<file path="config.mk">
export PLATFORM = sky130hd
export DESIGN_NAME = dcache_controller
export DESIGN_NICKNAME = d
export VERILOG_FILES = /design/src/rtl/dcache_controller.sv
export SDC_FILE = /design/constraint.sdc
export NUM_CORES = 2
export LEC_CHECK = 0
export BUFFER_PORTS_ARGS = -buffer_cell sky130_fd_sc_hd__buf_4
export CORE_MARGIN = 2
export CORE_UTILIZATION = 40
export DETAILED_ROUTE_END_ITERATION = 16
export HOLD_SLACK_MARGIN = 0.1
export PLACE_DENSITY_LB_ADDON = 0.1
export SETUP_SLACK_MARGIN = 0.15
export SLEW_MARGIN = 20
export SYNTH_ARGS = -nofsm -noshare
export SYNTH_HDL_FRONTEND = slang
export SYNTH_MEMORY_MAX_BITS = 65536
export SYNTH_SLANG_ARGS = --single-unit
export TNS_END_PERCENT = 1
</file>
<file path="constraint.sdc">
create_clock -name clk_i -period 5.9 [get_ports clk_i]
set_clock_uncertainty 0.1 [all_clocks]
set_input_delay 0.295 -clock clk_i [delete_from_list [all_inputs] [get_ports clk_i]]
set_output_delay 0.295 -clock clk_i [all_outputs]
set_load 0.01 [all_outputs]
</file>
<file path="src/rtl/dcache_controller.sv">
// Direct-mapped, write-back, write-allocate data cache: 16 lines x 32 bytes.
// Hits are served without stall; misses run an optional write-back followed by a refill.
module dcache_controller (
  input  logic         clk_i,
  input  logic         rst_i,
  input  logic         cpu_req_i,
  input  logic         cpu_write_i,
  input  logic [31:0]  cpu_addr_i,
  input  logic [31:0]  cpu_data_i,
  output logic [31:0]  cpu_data_o,
  output logic         cpu_stall_o,
  output logic         mem_req_o,
  output logic         mem_write_o,
  output logic [31:0]  mem_addr_o,
  output logic [255:0] mem_data_o,
  input  logic [255:0] mem_data_i,
  input  logic         mem_ack_i,
  output logic [15:0]  miss_cnt_o
);

  typedef enum logic [1:0] {StIdle, StWriteback, StAllocate} state_e;

  state_e       r_state, w_state_next;
  logic [15:0]  r_valid, r_dirty;
  logic [22:0]  r_tag [16];
  logic [255:0] r_data [16];
  logic [15:0]  r_miss_cnt;

  logic [3:0]   w_index;
  logic [2:0]   w_word;
  logic [22:0]  w_tag;
  logic         w_hit, w_miss, w_store_hit, w_load_hit, w_fill;
  logic         w_unused_addr;

  assign w_index       = cpu_addr_i[8:5];
  assign w_word        = cpu_addr_i[4:2];
  assign w_tag         = cpu_addr_i[31:9];
  assign w_unused_addr = ^cpu_addr_i[1:0];

  assign w_hit       = cpu_req_i & r_valid[w_index] & (r_tag[w_index] == w_tag);
  assign w_miss      = (r_state == StIdle) & cpu_req_i & ~w_hit;
  assign w_store_hit = (r_state == StIdle) & w_hit & cpu_write_i;
  assign w_load_hit  = (r_state == StIdle) & w_hit & ~cpu_write_i;
  assign w_fill      = (r_state == StAllocate) & mem_ack_i;

  assign cpu_data_o  = w_load_hit ? r_data[w_index][{w_word, 5'b0} +: 32] : 32'h0;
  assign cpu_stall_o = (r_state != StIdle) | (cpu_req_i & ~w_hit);
  assign miss_cnt_o  = r_miss_cnt;

  // Memory request fields are decoded from state so reset clears them with no extra flops.
  always_comb begin
    w_state_next = r_state;
    mem_req_o    = 1'b0;
    mem_write_o  = 1'b0;
    mem_addr_o   = 32'h0;
    mem_data_o   = 256'h0;
    case (r_state)
      StIdle: begin
        if (w_miss) begin
          w_state_next = (r_valid[w_index] & r_dirty[w_index]) ? StWriteback : StAllocate;
        end
      end
      StWriteback: begin
        mem_req_o   = 1'b1;
        mem_write_o = 1'b1;
        mem_addr_o  = {r_tag[w_index], w_index, 5'b0};
        mem_data_o  = r_data[w_index];
        if (mem_ack_i) w_state_next = StAllocate;
      end
      StAllocate: begin
        mem_req_o  = 1'b1;
        mem_addr_o = {w_tag, w_index, 5'b0};
        if (mem_ack_i) w_state_next = StIdle;
      end
      default: w_state_next = StIdle;
    endcase
  end

  always_ff @(posedge clk_i) begin
    if (!rst_i) begin
      r_state    <= StIdle;
      r_valid    <= '0;
      r_dirty    <= '0;
      r_miss_cnt <= '0;
    end else begin
      r_state <= w_state_next;
      if (w_miss && (r_miss_cnt != 16'hFFFF)) r_miss_cnt <= r_miss_cnt + 16'd1;
      if (w_fill) begin
        r_valid[w_index] <= 1'b1;
        r_dirty[w_index] <= 1'b0;
      end else if (w_store_hit) begin
        r_dirty[w_index] <= 1'b1;
      end
    end
  end

  // Tag and data arrays carry no reset; valid bits qualify them.
  always_ff @(posedge clk_i) begin
    if (rst_i && w_fill) begin
      r_data[w_index] <= mem_data_i;
      r_tag[w_index]  <= w_tag;
    end else if (rst_i && w_store_hit) begin
      r_data[w_index][{w_word, 5'b0} +: 32] <= cpu_data_i;
    end
  end

endmodule

</file>
-- Word level (Yosys, flattened, before mapping)
Memory sizes are Yosys's and may differ from the RTL's.
Index checks and enable logic that the tools add are counted.
- register bits after elaboration: 50
- latch bits: 0
- RAM bits: 4464
- bits in read-only memories: 0
- bits of input ports: 325
- memories kept: 2
- memory list (memory ; words ; width ; read ports ; clocked after Yosys merged registers in ; wr ports ; line ; source):
    r_data ; 16 ; 256 ; 1 ; 0 ; 1 ; 26 ; logic [255:0] r_data [16];
    r_tag ; 16 ; 23 ; 1 ; 0 ; 1 ; 25 ; logic [22:0] r_tag [16];
- add/sub/neg operators: 2
- multipliers: 0
- divide/modulo/power cells: 0
- order comparisons: 2
- equal/unequal tests: 7
- shift operators: 3
- muxes and demuxes: 279
- bitwise operators: 273
- reductions and logical operators: 9
- operator list (operator ; count):
    $mux 256 ; 2
    $mux 1 ; 265
    $or 1x1->1 ; 257
    $shift 32x10->256 const A ; 1
    $shiftx 256x9->32 ; 1
    $shiftx 32x10->256 ; 1
    $pmux 32 s2 ; 1
    $mux 16 ; 2
    $mux 32 ; 1
    $or 16x16->16 ; 2
    $eq 23x23->1 ; 1
    $add 16x1->16 const B ; 1
    $and 16x16->16 ; 1
    $ne 16x16->1 const B ; 1
    $not 16->16 ; 1
    $and 1x1->1 ; 10
    $neg 8->10 ; 1
    $bmux 1 s4 ; 2
    $mux 2 ; 4
    $ne 2x2->1 const B ; 3
    $pmux 2 s3 ; 1
    $lt 4x5->1 const B ; 1
    $demux 1 s4 ; 1
    $ge 4x1->1 const B ; 1
    other kinds (8) ; 13

-- Depth between registers and ports, before layout
- depth after elaboration: 11
- depth in mapped cells: 17
- mapped depth without buffers: 9

-- Worst setup path before layout
Ideal clock, no wire load.
- path kind: input port to flip-flop
- start point: input port cpu_addr_i[5]
- end point: memory r_data[10][160] (enable)
- library setup time: 0.421 ns
- data arrival time: 4.937 ns
- data required time: 5.379 ns
- setup slack: 0.442 ns
- stages: 14
- path buffers: 5
- cell sequence: buf_4 > mux4_2 > mux4_2 > xor2_1 > nor4_1 > nand4b_1 > or4_1 > buf_2 > or3_1 > clkbuf_1 > and2_1 > clkbuf_1 > clkbuf_1 > nor2_1
- longest elaborated chain between the ends: 11
- elaborated cells on any way between the ends: 13
- ends and longest elaborated chain (item ; line ; source):
    from (decl) ; 8 ; input logic [31:0] cpu_addr_i,
    branches (longest 11 deep; another with $mem_v2 16x23) ; - ;
    to (decl) ; 26 ;
Parallel ways; which one is timed is not known. The select of a mux whose other input is x is not followed.

-- Final worst setup path
- start point: memory r_tag[15][16]
- end point: output port cpu_data_o[20]
- longest elaborated chain between the ends: 6
- ends and longest elaborated chain (item ; line ; source):
    from (decl) ; 25 ;
    $mem_v2 16x23 ; - ;
    $eq 23x23->1 ; 40 ; assign w_hit = cpu_req_i & r_valid[w_index] & (r_tag[w_index] == w_tag);
    $and 1x1->1 ; 40 ;
    $and 1x1->1 (2 in a row) ; 43 ; assign w_load_hit = (r_state == StIdle) & w_hit & ~cpu_write_i;
    $mux 32 ; 46 ; assign cpu_data_o = w_load_hit ? r_data[w_index][{w_word, 5'b0} +: 32] : 32'h0;
    to (decl) ; 10 ; output logic [31:0] cpu_data_o,
Every way passes these cells.

==> impl_metrics.env <==
export IMPL_status="finished, final reports clean"
export IMPL_gp_congestion=0.8758
export IMPL_drt_drc_violations_left=0
export IMPL_slowest_delay_ps=670
export IMPL_rows=245
export IMPL_start_util=0.4020
export IMPL_r2r_end="r_data[11][20]$_DFFE_PP_"
export IMPL_maxCapViolCount=0
export IMPL_die_w_um=673.3
export IMPL_dieArea_mm2=0.4533
export IMPL_antenna_found_initial=131
export IMPL_syn_inst=8093
export IMPL_async_flop_share=0
export IMPL_cts_sinks=4514
export IMPL_critPathSlowestCell="or4b_2"
export IMPL_cp_arrival_ps=5370
export IMPL_viasPerCell=5.855
export IMPL_wl_um=627100
export IMPL_worst_path_most_repeated_cell="buf_4"
export IMPL_path_buf_inv=3
export IMPL_ys_ff_latch=4514
export IMPL_area_growth_pct=20.58
export IMPL_antenna_left=0
export IMPL_grt_max_degree=141
export IMPL_worstHoldPathType="input pin to register"
export IMPL_drive_above_1_share=0.3605
export IMPL_cts_tree="done"
export IMPL_finalMaxSlewViolations=0
export IMPL_cp_depth=11
export IMPL_synth_edf_count=4464
export IMPL_grt_pass1_vias=93190
export IMPL_clk_pin_slew_worst_paths_ps=60
export IMPL_io_buffers=656
export IMPL_reg2regPathDepth=11
export IMPL_dr_pass1_iters=6
export IMPL_dieHeight_um=673.3
export IMPL_mostFrequentLayoutCells="edfxtp_1 (4464), mux4_2 (1406), buf_4 (970), clkbuf_16 (473), dlygate4sd3_1 (359)"
export IMPL_finalSetupViolCount=0
export IMPL_critPathRequiredTime_ps=5510
export IMPL_yosys_warnings=0
export IMPL_nets=9926
export IMPL_synth_avg_cell_area_um2=22.14
export IMPL_finalSetupTns_ps=0
export IMPL_crit_start="r_tag[15][16]$_DFFE_PP_"
export IMPL_ys_flop_type="edfxtp_1"
export IMPL_grt_overflow_total=0
export IMPL_cts_buffer_depth=4
export IMPL_synth_distinct_cells=72
export IMPL_clock_latency_ps=1000
export IMPL_start_kind="register"
export IMPL_final_common_cell="edfxtp_1"
export IMPL_tightest_slew_ps=1190
export IMPL_end_kind="output pin"
export IMPL_cts_root_buf="clkbuf_16"
export IMPL_max_freq_ghz=0.1735
export IMPL_r2r_setup_slack_ps=170
export IMPL_core_area_mm2=0.4457
export IMPL_vias=94010
export IMPL_crit_family="simple AND/OR/NAND/NOR gates"
export IMPL_dpl_hpwl_um=404400
export IMPL_drtIter0Drc=11220
export IMPL_finalCritPeriodShare=0.9772
export IMPL_cellPowerDensity_mw_per_mm2=321.1
export IMPL_r2r_start="r_tag[15][16]$_DFFE_PP_"
export IMPL_grt_pass1_wl_um=830600
export IMPL_utilization=0.4847
export IMPL_relSlewSlack=0.2067
export IMPL_vdd_drop_max_v=0.0002767
export IMPL_crit_chain="mux4_2 > mux4_2 > xor2_1 > or4b_2 > nor4_4 > buf_4 > nand4_1 > or2_4 > buf_4 > a21oi_1 > buf_4"
export IMPL_postCtsSetupBuffers=0
export IMPL_wl_per_cell_um=39.05
export IMPL_synthesis_area_mm2=0.1792
export IMPL_crit_path_end="cpu_data_o[20]"
export IMPL_ios=664
export IMPL_rsz0062_at_grt="yes"
export IMPL_hold_ws_ps=151.4
export IMPL_cts_buffers_inserted=471
export IMPL_min_period_ps=5765
export IMPL_critPathKind="register to output pin"
export IMPL_grt_total_usage=0.2728
export IMPL_finalHoldViolCount=0
export IMPL_crit_fanout=15
export IMPL_p_leak_nw=69.11
export IMPL_synth_seq_area_share=0.7537
export IMPL_h_tree_depth=5
-- worst min-delay path by stage --
stage | startpoint | end | slack (ps) | cells after the start
2_1_floorplan | cpu_addr_i[9] | r_tag[0][0]$_DFFE_PP_ | 290 | 0
3_3_place_gp | r_valid[6]$_SDFFE_PN0P_ | r_valid[6]$_SDFFE_PN0P_ | 330 | 1
3_5_place_dp | r_valid[12]$_SDFFE_PN0P_ | r_valid[12]$_SDFFE_PN0P_ | 340 | 1
4_1_cts | rst_i | miss_cnt_o[13]$_SDFFE_PN0P_ | 100 | 4
5_1_grt | cpu_addr_i[13] | r_tag[8][4]$_DFFE_PP_ | 130 | 2
6_report | cpu_addr_i[13] | r_tag[8][4]$_DFFE_PP_ | 150 | 2
-- stage by stage --
| step | power (mW) | area [µm²] | setup slack, ps | cells |
|---|---|---|---|---|
| floorplan | 38.23 | 179200 | 442.2 | 8097 |
| detailed placement | 40.80 | 197100 | 160.6 | 14690 |
| global route | 71.08 | 215900 | 47.07 | 16020 |
| global placement | 40.74 | 197100 | 101.8 | 14690 |
| finish | 69.37 | 216000 | 134.7 | 16060 |
| CTS | 69.84 | 215600 | 28.50 | 15910 |
-- timing repair --
item / 4_1_cts / 5_1_grt
hold endpoints to repair: 4495 / 32
endpoints found under the setup margin: 32 / 292
hold buffers: 358 / 2
gates resized for setup: 4 / 1
-- cells in the mapped netlist (10+ instances only) --
cell type,instances,area share
mux4_2,1406,0.18
a22oi_1,33,0.0014
o22ai_1,17,0.00059
o21ai_0,61,0.0017
inv_1,50,0.0010
a31oi_1,13,0.00045
nand2_1,273,0.0057
nor3_1,19,0.00053
nand2b_1,48,0.0017
mux2i_1,100,0.0056
and2_1,276,0.0096
mux2_2,159,0.010
edfxtp_1,4464,0.75
buf_4,12,0.00050
buf_1,95,0.0020
a21oi_1,58,0.0016
or3_1,10,0.00035
xnor2_1,14,0.00068
buf_2,31,0.00087
nor2b_1,24,0.00084
nand3_1,27,0.00075
o31ai_1,74,0.0031
nor2_2,10,0.00035
nand4_1,10,0.00035
o21ai_1,10,0.00028
dfxtp_1,50,0.0056
nor2_1,243,0.0051
or4_1,13,0.00054
clkbuf_1,356,0.0075
-- per-layer routing --
metal  GRT usage  wire [µm]  vias up
li1            -          -    37320
met1      0.3585     244300    51710
met2      0.4450     305300     4138
met3     0.05418      47600      820
met4      0.1167      29710       24
met5           0        147        -
-- worst register-to-register path, delay by kind of cell, from the launching register on --
family                 cells  cell delay (ps)
buffers and inverters      3             1510
multiplexers               3             1320
XOR/XNOR                   1              210
flip-flops                 1              370
AND/OR/NAND/NOR            4             1950
-- cell families after synthesis --
family / count (synthesis) / synth area share
buf+inv: 555 / 0.01243
flops: 4514 / 0.7537
xor+xnor: 19 / 0.0009288
simple gates: 993 / 0.02746
mux: 1666 / 0.1924
compound gates: 336 / 0.01242
fa+ha+maj: 9 / 0.0006285
other cells: 1 / 0.00002093
-- registers in the layout, indices dropped and copies added (netlist names), named ones only --
name        cells
r_valid        16
r_tag         368
r_data       4096
r_state         2
miss_cnt_o     16
-- area by class of cell --
class                   count  area (µm²)
repair buffers           1524       14780
multi-input cells        3028       43370
clock buffers             569       12200
flip-flops and latches   4514      135100
inverters                  53       211.5
fillers                 36450      229700
diodes                    149       372.9
well taps                5928        7417
clock inverters           292        2653
-- power by group --
group          switching, mW  internal, mW
combinational           3.27          1.70
sequential            0.0228          35.3
clock                   12.5          16.5
Power figures use the tool's default switching activity.
